`src/rtl/cache_ctrl.sv`:
```
// Direct-mapped, one-word-per-line, write-through / no-write-allocate cache controller.
// Optional hit/miss statistics counters are enabled with `define CACHE_STATS_EN.
module cache_ctrl #(
  parameter int unsigned ADDR_WIDTH    = 8,
  parameter int unsigned DATA_WIDTH    = 32,
  parameter int unsigned LINES         = 8,
  parameter int unsigned UNCACHED_BASE = 128
) (
  input  logic                  clk,
  input  logic                  rst_n,
  input  logic                  cpu_req,
  input  logic                  cpu_we,
  input  logic [ADDR_WIDTH-1:0] cpu_addr,
  input  logic [DATA_WIDTH-1:0] cpu_wdata,
  output logic [DATA_WIDTH-1:0] cpu_rdata,
  output logic                  cpu_ready,
  output logic                  mem_req,
  output logic                  mem_we,
  output logic [ADDR_WIDTH-1:0] mem_addr,
  output logic [DATA_WIDTH-1:0] mem_wdata,
  input  logic [DATA_WIDTH-1:0] mem_rdata,
  input  logic                  mem_ready
`ifdef CACHE_STATS_EN
  ,
  output logic [15:0]           hit_count,
  output logic [15:0]           miss_count
`endif
);

  localparam int unsigned INDEX_BITS = $clog2(LINES);
  localparam int unsigned TAG_W      = ADDR_WIDTH - INDEX_BITS;
  localparam int unsigned AW1        = ADDR_WIDTH + 1;

  typedef enum logic [2:0] {IDLE, LOOKUP, MEM_RD, MEM_WR, RESP} state_t;

  state_t                  r_state;
  logic [ADDR_WIDTH-1:0]   r_addr;
  logic                    r_we;
  logic [DATA_WIDTH-1:0]   r_wdata;
  logic [LINES-1:0]        r_valid;
  logic [TAG_W-1:0]        r_tag  [LINES];
  logic [DATA_WIDTH-1:0]   r_data [LINES];
  logic [DATA_WIDTH-1:0]   r_cpu_rdata;
  logic                    r_cpu_ready;
  logic                    r_mem_req;
  logic                    r_mem_we;
  logic [ADDR_WIDTH-1:0]   r_mem_addr;
  logic [DATA_WIDTH-1:0]   r_mem_wdata;
`ifdef CACHE_STATS_EN
  logic [15:0]             r_hit_count;
  logic [15:0]             r_miss_count;
`endif

  logic [INDEX_BITS-1:0]   w_index;
  logic [TAG_W-1:0]        w_tag;
  logic                    w_cacheable;
  logic                    w_hit;
  logic                    w_line_wr;
  logic [DATA_WIDTH-1:0]   w_line_data;

  // Lookup decode on the latched address
  assign w_index     = r_addr[INDEX_BITS-1:0];
  assign w_tag       = r_addr[ADDR_WIDTH-1:INDEX_BITS];
  assign w_cacheable = ({1'b0, r_addr} < AW1'(UNCACHED_BASE));
  assign w_hit       = w_cacheable && r_valid[w_index] && (r_tag[w_index] == w_tag);

  // Line written on a write hit (LOOKUP) or a cacheable refill (MEM_RD completion)
  assign w_line_wr   = ((r_state == LOOKUP) && r_we && w_hit) ||
                       ((r_state == MEM_RD) && mem_ready && w_cacheable);
  assign w_line_data = (r_state == LOOKUP) ? r_wdata : mem_rdata;

  always_ff @(posedge clk) begin
    if (w_line_wr) begin
      r_data[w_index] <= w_line_data;
      r_tag[w_index]  <= w_tag;
    end
  end

  always_ff @(posedge clk or negedge rst_n) begin
    if (!rst_n) begin
      r_state      <= IDLE;
      r_addr       <= '0;
      r_we         <= 1'b0;
      r_wdata      <= '0;
      r_valid      <= '0;
      r_cpu_rdata  <= '0;
      r_cpu_ready  <= 1'b0;
      r_mem_req    <= 1'b0;
      r_mem_we     <= 1'b0;
      r_mem_addr   <= '0;
      r_mem_wdata  <= '0;
`ifdef CACHE_STATS_EN
      r_hit_count  <= '0;
      r_miss_count <= '0;
`endif
    end else begin
      r_cpu_ready <= 1'b0;
      case (r_state)
        IDLE: begin
          if (cpu_req) begin
            r_addr  <= cpu_addr;
            r_we    <= cpu_we;
            r_wdata <= cpu_wdata;
            r_state <= LOOKUP;
          end
        end
        LOOKUP: begin
          if (r_we) begin
            r_mem_req   <= 1'b1;
            r_mem_we    <= 1'b1;
            r_mem_addr  <= r_addr;
            r_mem_wdata <= r_wdata;
            r_state     <= MEM_WR;
          end else if (w_hit) begin
            r_cpu_rdata <= r_data[w_index];
            r_cpu_ready <= 1'b1;
            r_state     <= RESP;
`ifdef CACHE_STATS_EN
            if (r_hit_count != 16'hFFFF) r_hit_count <= r_hit_count + 16'd1;
`endif
          end else begin
            r_mem_req  <= 1'b1;
            r_mem_we   <= 1'b0;
            r_mem_addr <= r_addr;
            r_state    <= MEM_RD;
`ifdef CACHE_STATS_EN
            if (w_cacheable && (r_miss_count != 16'hFFFF)) r_miss_count <= r_miss_count + 16'd1;
`endif
          end
        end
        MEM_RD: begin
          if (mem_ready) begin
            r_cpu_rdata <= mem_rdata;
            if (w_cacheable) r_valid[w_index] <= 1'b1;
            r_mem_req   <= 1'b0;
            r_cpu_ready <= 1'b1;
            r_state     <= RESP;
          end
        end
        MEM_WR: begin
          if (mem_ready) begin
            r_mem_req   <= 1'b0;
            r_mem_we    <= 1'b0;
            r_cpu_ready <= 1'b1;
            r_state     <= RESP;
          end
        end
        RESP:    r_state <= IDLE;
        default: r_state <= IDLE;
      endcase
    end
  end

  assign cpu_rdata = r_cpu_rdata;
  assign cpu_ready = r_cpu_ready;
  assign mem_req   = r_mem_req;
  assign mem_we    = r_mem_we;
  assign mem_addr  = r_mem_addr;
  assign mem_wdata = r_mem_wdata;
`ifdef CACHE_STATS_EN
  assign hit_count  = r_hit_count;
  assign miss_count = r_miss_count;
`endif

endmodule

```
`config.mk`:
```
export PLATFORM = sky130hd
export DESIGN_NAME = cache_ctrl
export DESIGN_NICKNAME = d
export VERILOG_FILES = /design/src/rtl/cache_ctrl.sv
export SDC_FILE = /design/constraint.sdc
export NUM_CORES = 1
export LEC_CHECK = 0
export BUFFER_PORTS_ARGS = -buffer_cell sky130_fd_sc_hd__buf_2
export CAP_MARGIN = 0
export CORE_UTILIZATION = 53
export DETAILED_ROUTE_END_ITERATION = 6
export PLACE_DENSITY = 0.71
export SLEW_MARGIN = 20
export SYNTH_ARGS = -nofsm -noshare
export SYNTH_HDL_FRONTEND = slang
export SYNTH_SLANG_ARGS = --single-unit
```
`constraint.sdc`:
```
create_clock -name clk -period 4.7 [get_ports clk]
set_input_delay 0.705 -clock clk [delete_from_list [all_inputs] [get_ports clk]]
set_output_delay 0.705 -clock clk [all_outputs]
set_load 0.03 [all_outputs]
```
==> out/metrics.yaml, run 1 <==
outcome: "finished, final reports clean"
fmax_mhz: 262
path_clk_slew_ps: 60
timing.rr.start: "r_addr[1]"
syn_nets: 1089
max_slew_margin: 0.285
initial_utilization: 0.545
ctsResizeCount: 0
tightest_slew_ps: 1070
critPathCaptureType: "register"
cp.arrival_ps: 4000
drcViolationCount: 0
layout_commonest_cell: "edfxtp_1"
yosys_register_bits: 423
synth_cell_types: 49
synth_top_family_by_area: "multiplexers"
clock-sinks: 423
p_switching_w: 0.00487
drt-initial-drc-count: 975
dieArea_sq_um: 32500
vias_per_cell: 6.09
synth_top_area_cell: "edfxtp_1"
final_max_slew_viol_count: 0
worst_setup_path_start_kind: "register"
synthSimpleGateAreaFrac: 0.0311
synth-seq-area-share: 0.716
fin_util: 0.638
postCtsSetupRepairBufs: 0
grt-ovfl-total: 0
row_count: 64
core_area_sq_um: 30900
path_max_fanout: 25
cts-root-buf: "clkbuf_16"
hpwlAfterDp_um: 24700
grt_max_degree: 74
ant_nets: 0
synth_fa_ha_area_frac: 0
avgSynthCellArea_sq_um: 16.7
final_area_sq_um: 19700
grt_pass1_wl_um: 61000
ys_async_sr_fraction: 0.300
ir_worst_vdd_v: 0.000486
setup_violations: 0
synth_compound_area_frac: 0.0713
multi_input_comb_area_sq_um: 4580
yosys-mux-area-fraction: 0.163
critical_path_class: "reg -> reg"
dr.pass1.iters: 6
drt-total-wl_um: 39800
drive_above_1_share: 0.377
pwr-share-clk: 0.260
hold_path_class: "in -> async"
grt_usage: 0.248
final_cell_mix: "296 x edfxtp_1, 159 x mux2_2, 150 x buf_2"
cap_violations: 0
worstRegToRegCells: 8
nFillCells: 2211
grt_pass1_vias: 10100
cts_buffers: 44
postCtsHoldBufs: 0
crit_end: "r_data[2][11]"
finalHoldViolations: 0
synth_edf_count: 296
rsz0062_at_grt: "false"
cts_max_level: 2
required_ps: 4880
antenna_found_initial: 1
cts_tree: "built"
power.internal_w: 0.00898
fin_nets: 1263
clockBufferDepth: 3
area_growth_pct: 17.1
ff_latch_area_sq_um: 12100
clock_latency_ps: 540
syn_inst: 1012
reg2reg_to: "r_data[2][11]"
combPwrFrac: 0.339
diodes: 0
io_buffers: 151
synth_top_cell_area_share: 0.527
yosysWarningCount: 0
synth_flop_cell: "edfxtp_1"
ios: 152
drt-wirelength-per-cell_um: 24.6
reg2reg_slack_ps: 880
power-per-cell-area_nw_per_um2: 702
dpl_cell_area_sq_um: 18200
die_h_um: 180
switching_share: 0.352
skew_ps: 14.4
p_leak_nw: 7.30
period_share: 0.813
vias: 9860
synth_xor_area_frac: 0.00208
die_x_um: 180
gp_congestion: 0.800
period_needed_ps: 3820
pwr-share-seq: 0.401
syn_area_sq_um: 16900
worstSetupStartpoint: "r_addr[1]"
synth_area_leaders: "edfxtp_1 53%, dfrtp_1 19%, mux2_2 11%"
cells in the mapped netlist, drive strengths merged, types with 2 or more instances:
master and n:
mux4 18, a211oi 10, mux2i 51, edfxtp 296, o221ai 2, clkbuf 34
o211ai 4, xor2 3, a221o 2, o22a 4, a21boi 2, or2 2
nor2b 7, a31o 6, and2 2, a221oi 31, buf 27, dfrtp 127
a21o 5, a22o 5, nand2b 3, inv 3, a21oi 32, nand2 44
nand3 5, a211o 2, nor2 40, a21bo 2, or3 2, mux2 163
a22oi 18, o21ai 40, nor3 8
registers in the layout, indices dropped and copies added (netlist names), 3 cells and up:
name,count
cpu_rdata,32
r_valid,8
mem_addr,8
r_state,3
r_addr,8
r_tag,40
r_wdata,32
r_data,256
mem_wdata,32
area by class of cell:
class	instances	share of cell area
clock buffer	65	0.0644
clock inverter	17	0.0122
inverter	4	0.000761
multi-input combinational	524	0.232
sequential	423	0.612
tap	396	0.0251
timing repair buffer	189	0.0537
how the worst min path moves through the flow:
stage	start	endpoint	slack, ps
after floorplan	rst_n	cpu_rdata[0]	410
after global placement	r_valid[3]	r_valid[3]	440
after detailed placement	r_valid[1]	r_valid[1]	450
after CTS	rst_n	r_wdata[10]	130
after global routing	rst_n	r_wdata[10]	140
final	rst_n	r_wdata[10]	100
power by group through the flow:
stage	Combinational, W	Clock, W	Sequential [W]
floorplan	0.00280	0	0.00594
global placement	0.00460	0	0.00558
detailed placement	0.00469	0	0.00561
CTS	0.00472	0.00365	0.00555
global route	0.00501	0.00381	0.00564
finish	0.00470	0.00359	0.00555
routing by layer:
metal / vias to the layer above / routed length (um) / track usage
met5: - / 0 / 0
met4: 0 / 849 / 0.0715
met3: 66 / 2890 / 0.0412
met2: 404 / 19100 / 0.401
met1: 5100 / 17000 / 0.349
li1: 4290 / - / -
worst max-delay path: stages (launching register included):
cell and delay (ps):
dfrtp_2 810, mux4_2 580, mux2i_1 180, xnor2_1 160
a2111oi_4 430, nand4_4 220, o22a_1 400, nor3_2 210
buf_4 450
stage by stage:
step | total power, W | TNS, ps | hold WS (ps) | worst slack [ps] | std cells
after floorplan | 0.00874 | -121940 | 409 | -412 | 1012
after global placement | 0.0102 | 0 | 437 | 991 | 1536
after detailed placement | 0.0103 | 0 | 452 | 907 | 1536
after CTS | 0.0139 | 0 | 133 | 899 | 1618
after global routing | 0.0145 | 0 | 144 | 716 | 1618
final | 0.0138 | 0 | 103 | 878 | 1618
cells by family (layout without fill, tap and decap cells):
kind of cell           Yosys count  in the layout
AO/OA/AOI/OAI                  171            171
buffers and inverters           65            275
flip-flops                     423            423
XOR/XNOR                         4              4
multiplexers                   232            232
AND/OR/NAND/NOR                117            117
Note: power is estimated with default switching activity, not from simulation.
==> run 2: changes to the inputs <==
Clock period 4.7 ns to 3.3 ns, I/O delays scaled along.
==> run 2 against run 1 <==
- fmax grew 26%
- combinational power grew 49%
- largest power group unchanged
- worst hold slack gained 77 ps
- sequential share of layout area shrank 0.86 points
- power grew 44%
- highest routed layer unchanged
- register-to-register slack lost 620 ps
- largest cell class unchanged
==> out/metrics.yaml, run 2 (synthesis results as in run 1) <==
drt-total-wl_um: 39400  # was 39,800 um
grt_pass1_wl_um: 60300  # was 61,000 um
hp-start: "cpu_wdata[21]"
cts_buffers: 43  # was 44
outcome: "finished, final reports clean"  # unchanged
final_area_sq_um: 20000  # was 19,700 sq um
die_x_um: 180  # unchanged
path_max_fanout: 24  # was 25
path_clk_slew_ps: 60  # about the same
layout_commonest_cell: "edfxtp_1"  # unchanged
core_area_sq_um: 30900  # unchanged
max_slew_margin: 0.376  # was 0.285
setup_violations: 0  # unchanged
clockBufferDepth: 3  # unchanged
reg2reg_slack_ps: 260  # was 880 ps
tightest_slew_ps: 932  # was 1070 ps
clock-sinks: 423  # unchanged
cp.arrival_ps: 3250  # was 4000 ps
vias_per_cell: 6.03  # was 6.09
final_max_slew_viol_count: 0  # unchanged
rsz0062_at_grt: "false"  # unchanged
stdcell_count: 1632  # was 1,618
period_share: 0.921  # was 0.813
critical_path_class: "reg -> reg"  # unchanged
power-per-cell-area_nw_per_um2: 995  # was 702 nW/um^2
ant_nets: 0  # unchanged
ctsResizeCount: 0  # unchanged
worstRegToRegCells: 8  # unchanged
grt_usage: 0.246  # was 0.248
regMostFlops: "r_data"  # unchanged
worst_setup_path_start_kind: "register"  # unchanged
grt-ovfl-total: 0  # unchanged
row_count: 64  # unchanged
drt-wirelength-per-cell_um: 24.1  # was 24.6 um
skew_ps: 28.0  # was 14.4 ps
cap_violations: 0  # unchanged
whs_endpoint: "r_wdata[21]"
cts_max_level: 2  # unchanged
cts_tree: "built"  # unchanged
hold_path_class: "in -> reg"  # was in -> async
place_inst: 1551  # was 1,536
hold_path_depth: 2
hpwlAfterDp_um: 24600  # was 24,700 um
p_leak_nw: 7.43  # was 7.30 nW
initial_utilization: 0.545  # unchanged
postCtsSetupRepairBufs: 0  # unchanged
reg2reg_to: "r_data[6][7]"  # was r_data[2][11]
required_ps: 3510  # was 4880 ps
diodes: 0  # unchanged
timing.rr.start: "r_addr[2]"  # was r_addr[1]
grt_pass1_vias: 10100  # about the same
antenna_found_initial: 0  # was 1
die_h_um: 180  # unchanged
fmax_mhz: 329  # was 262 MHz
io_buffers: 151  # unchanged
ios: 152  # unchanged
setup_ws_ps: 261  # was 878 ps
fin_nets: 1278  # was 1,263
finalHoldViolations: 0  # unchanged
ir_worst_vdd_v: 0.000686  # was 0.000486 V
grt_max_degree: 68  # was 74
area_growth_pct: 18.7  # was 17.1%
drt-initial-drc-count: 854  # was 975
drcViolationCount: 0  # unchanged
power.total_w: 0.0199  # was 0.0138 W
period_needed_ps: 3040  # was 3820 ps
largest_reg_flops: 256  # unchanged
gp_congestion: 0.803  # was 0.800
dieArea_sq_um: 32500  # unchanged
clock_latency_ps: 550  # was 540 ps
dp_slack_ps: 299  # was 907 ps
vias: 9835  # was 9,860
largestRegisters: "r_data x256, r_tag x40"  # unchanged
drive_above_1_share: 0.383  # was 0.377
setup_tns_ps: 0  # unchanged
dpl_cell_area_sq_um: 18500  # was 18,200 sq um
critPathCaptureType: "register"  # unchanged
dr.pass1.iters: 5  # was 6
cts-root-buf: "clkbuf_16"  # unchanged
final_cell_mix: "296 x edfxtp_1, 159 x mux2_2, 150 x buf_2"  # unchanged
==> run 2: changes by cell type in the layout (fill, tap and decap cells not counted), moves of 2 or more <==
cell / delta
buf_12: +9
nor3_2: -8
nor3_4: +8
buf_4: +6
clkbuf_8: -5
bufinv_16: +2
clkinv_1: +2
==> run 2: repair_timing <==
item	4_1_cts	5_1_grt
hold endpoints to repair	25	0
endpoints found under the setup margin	0	0
hold buffers	1	0
==> run 2: per-layer routing <==
layer | vias to the layer above | wire length, um | GRT usage
li1 | 4322 | - | -
met1 | 5024 | 16600 | 0.342
met2 | 430 | 18700 | 0.396
met3 | 59 | 3250 | 0.0550
met4 | 0 | 807 | 0.0667
met5 | - | 0 | 0
==> run 2: cell type report <==
cell class / count / area, sq um
repair buffers: 205 / 1290
fillers: 2195 / 10900
well taps: 396 / 495
inverters: 4 / 15.0
multi-input cells: 524 / 4640
clock buffers: 58 / 1170
clock inverters: 22 / 325
flip-flops and latches: 423 / 12100
==> run 2: worst max-delay path by stage <==
stage	from	to	slack [ps]	cells past startpoint
after floorplan	r_addr[1]	r_data[0][0]	-50	8
after global placement	r_addr[2]	r_data[4][23]	330	8
after detailed placement	r_addr[2]	r_data[4][22]	300	8
after CTS	r_addr[2]	r_data[4][4]	270	8
after global routing	r_addr[1]	r_data[0][30]	170	10
final	r_addr[2]	r_data[6][7]	260	8
==> run 2: power breakdown <==
group | switching, W | leakage, nW | internal [W] | total [W]
sequential | 0.000767 | 4.18 | 0.00702 | 0.00779
clock | 0.00197 | 0.723 | 0.00313 | 0.00510
combinational | 0.00427 | 2.53 | 0.00275 | 0.00702
==> run 2: per-stage QoR <==
step,utilization,hold slack (ps)
global route,0.647,173
floorplan,-,199
detailed placement,0.599,450
global placement,0.599,438
CTS,0.647,164
finish,0.647,180
==> run 2: worst max-delay path: stages, from the launching register on <==
cell	delay (ps)
dfrtp_4	630
nor2b_1	270
a22oi_1	260
o22ai_1	140
a2111oi_4	390
nand4_4	140
o22a_4	350
nor3_4	210
buf_4	310
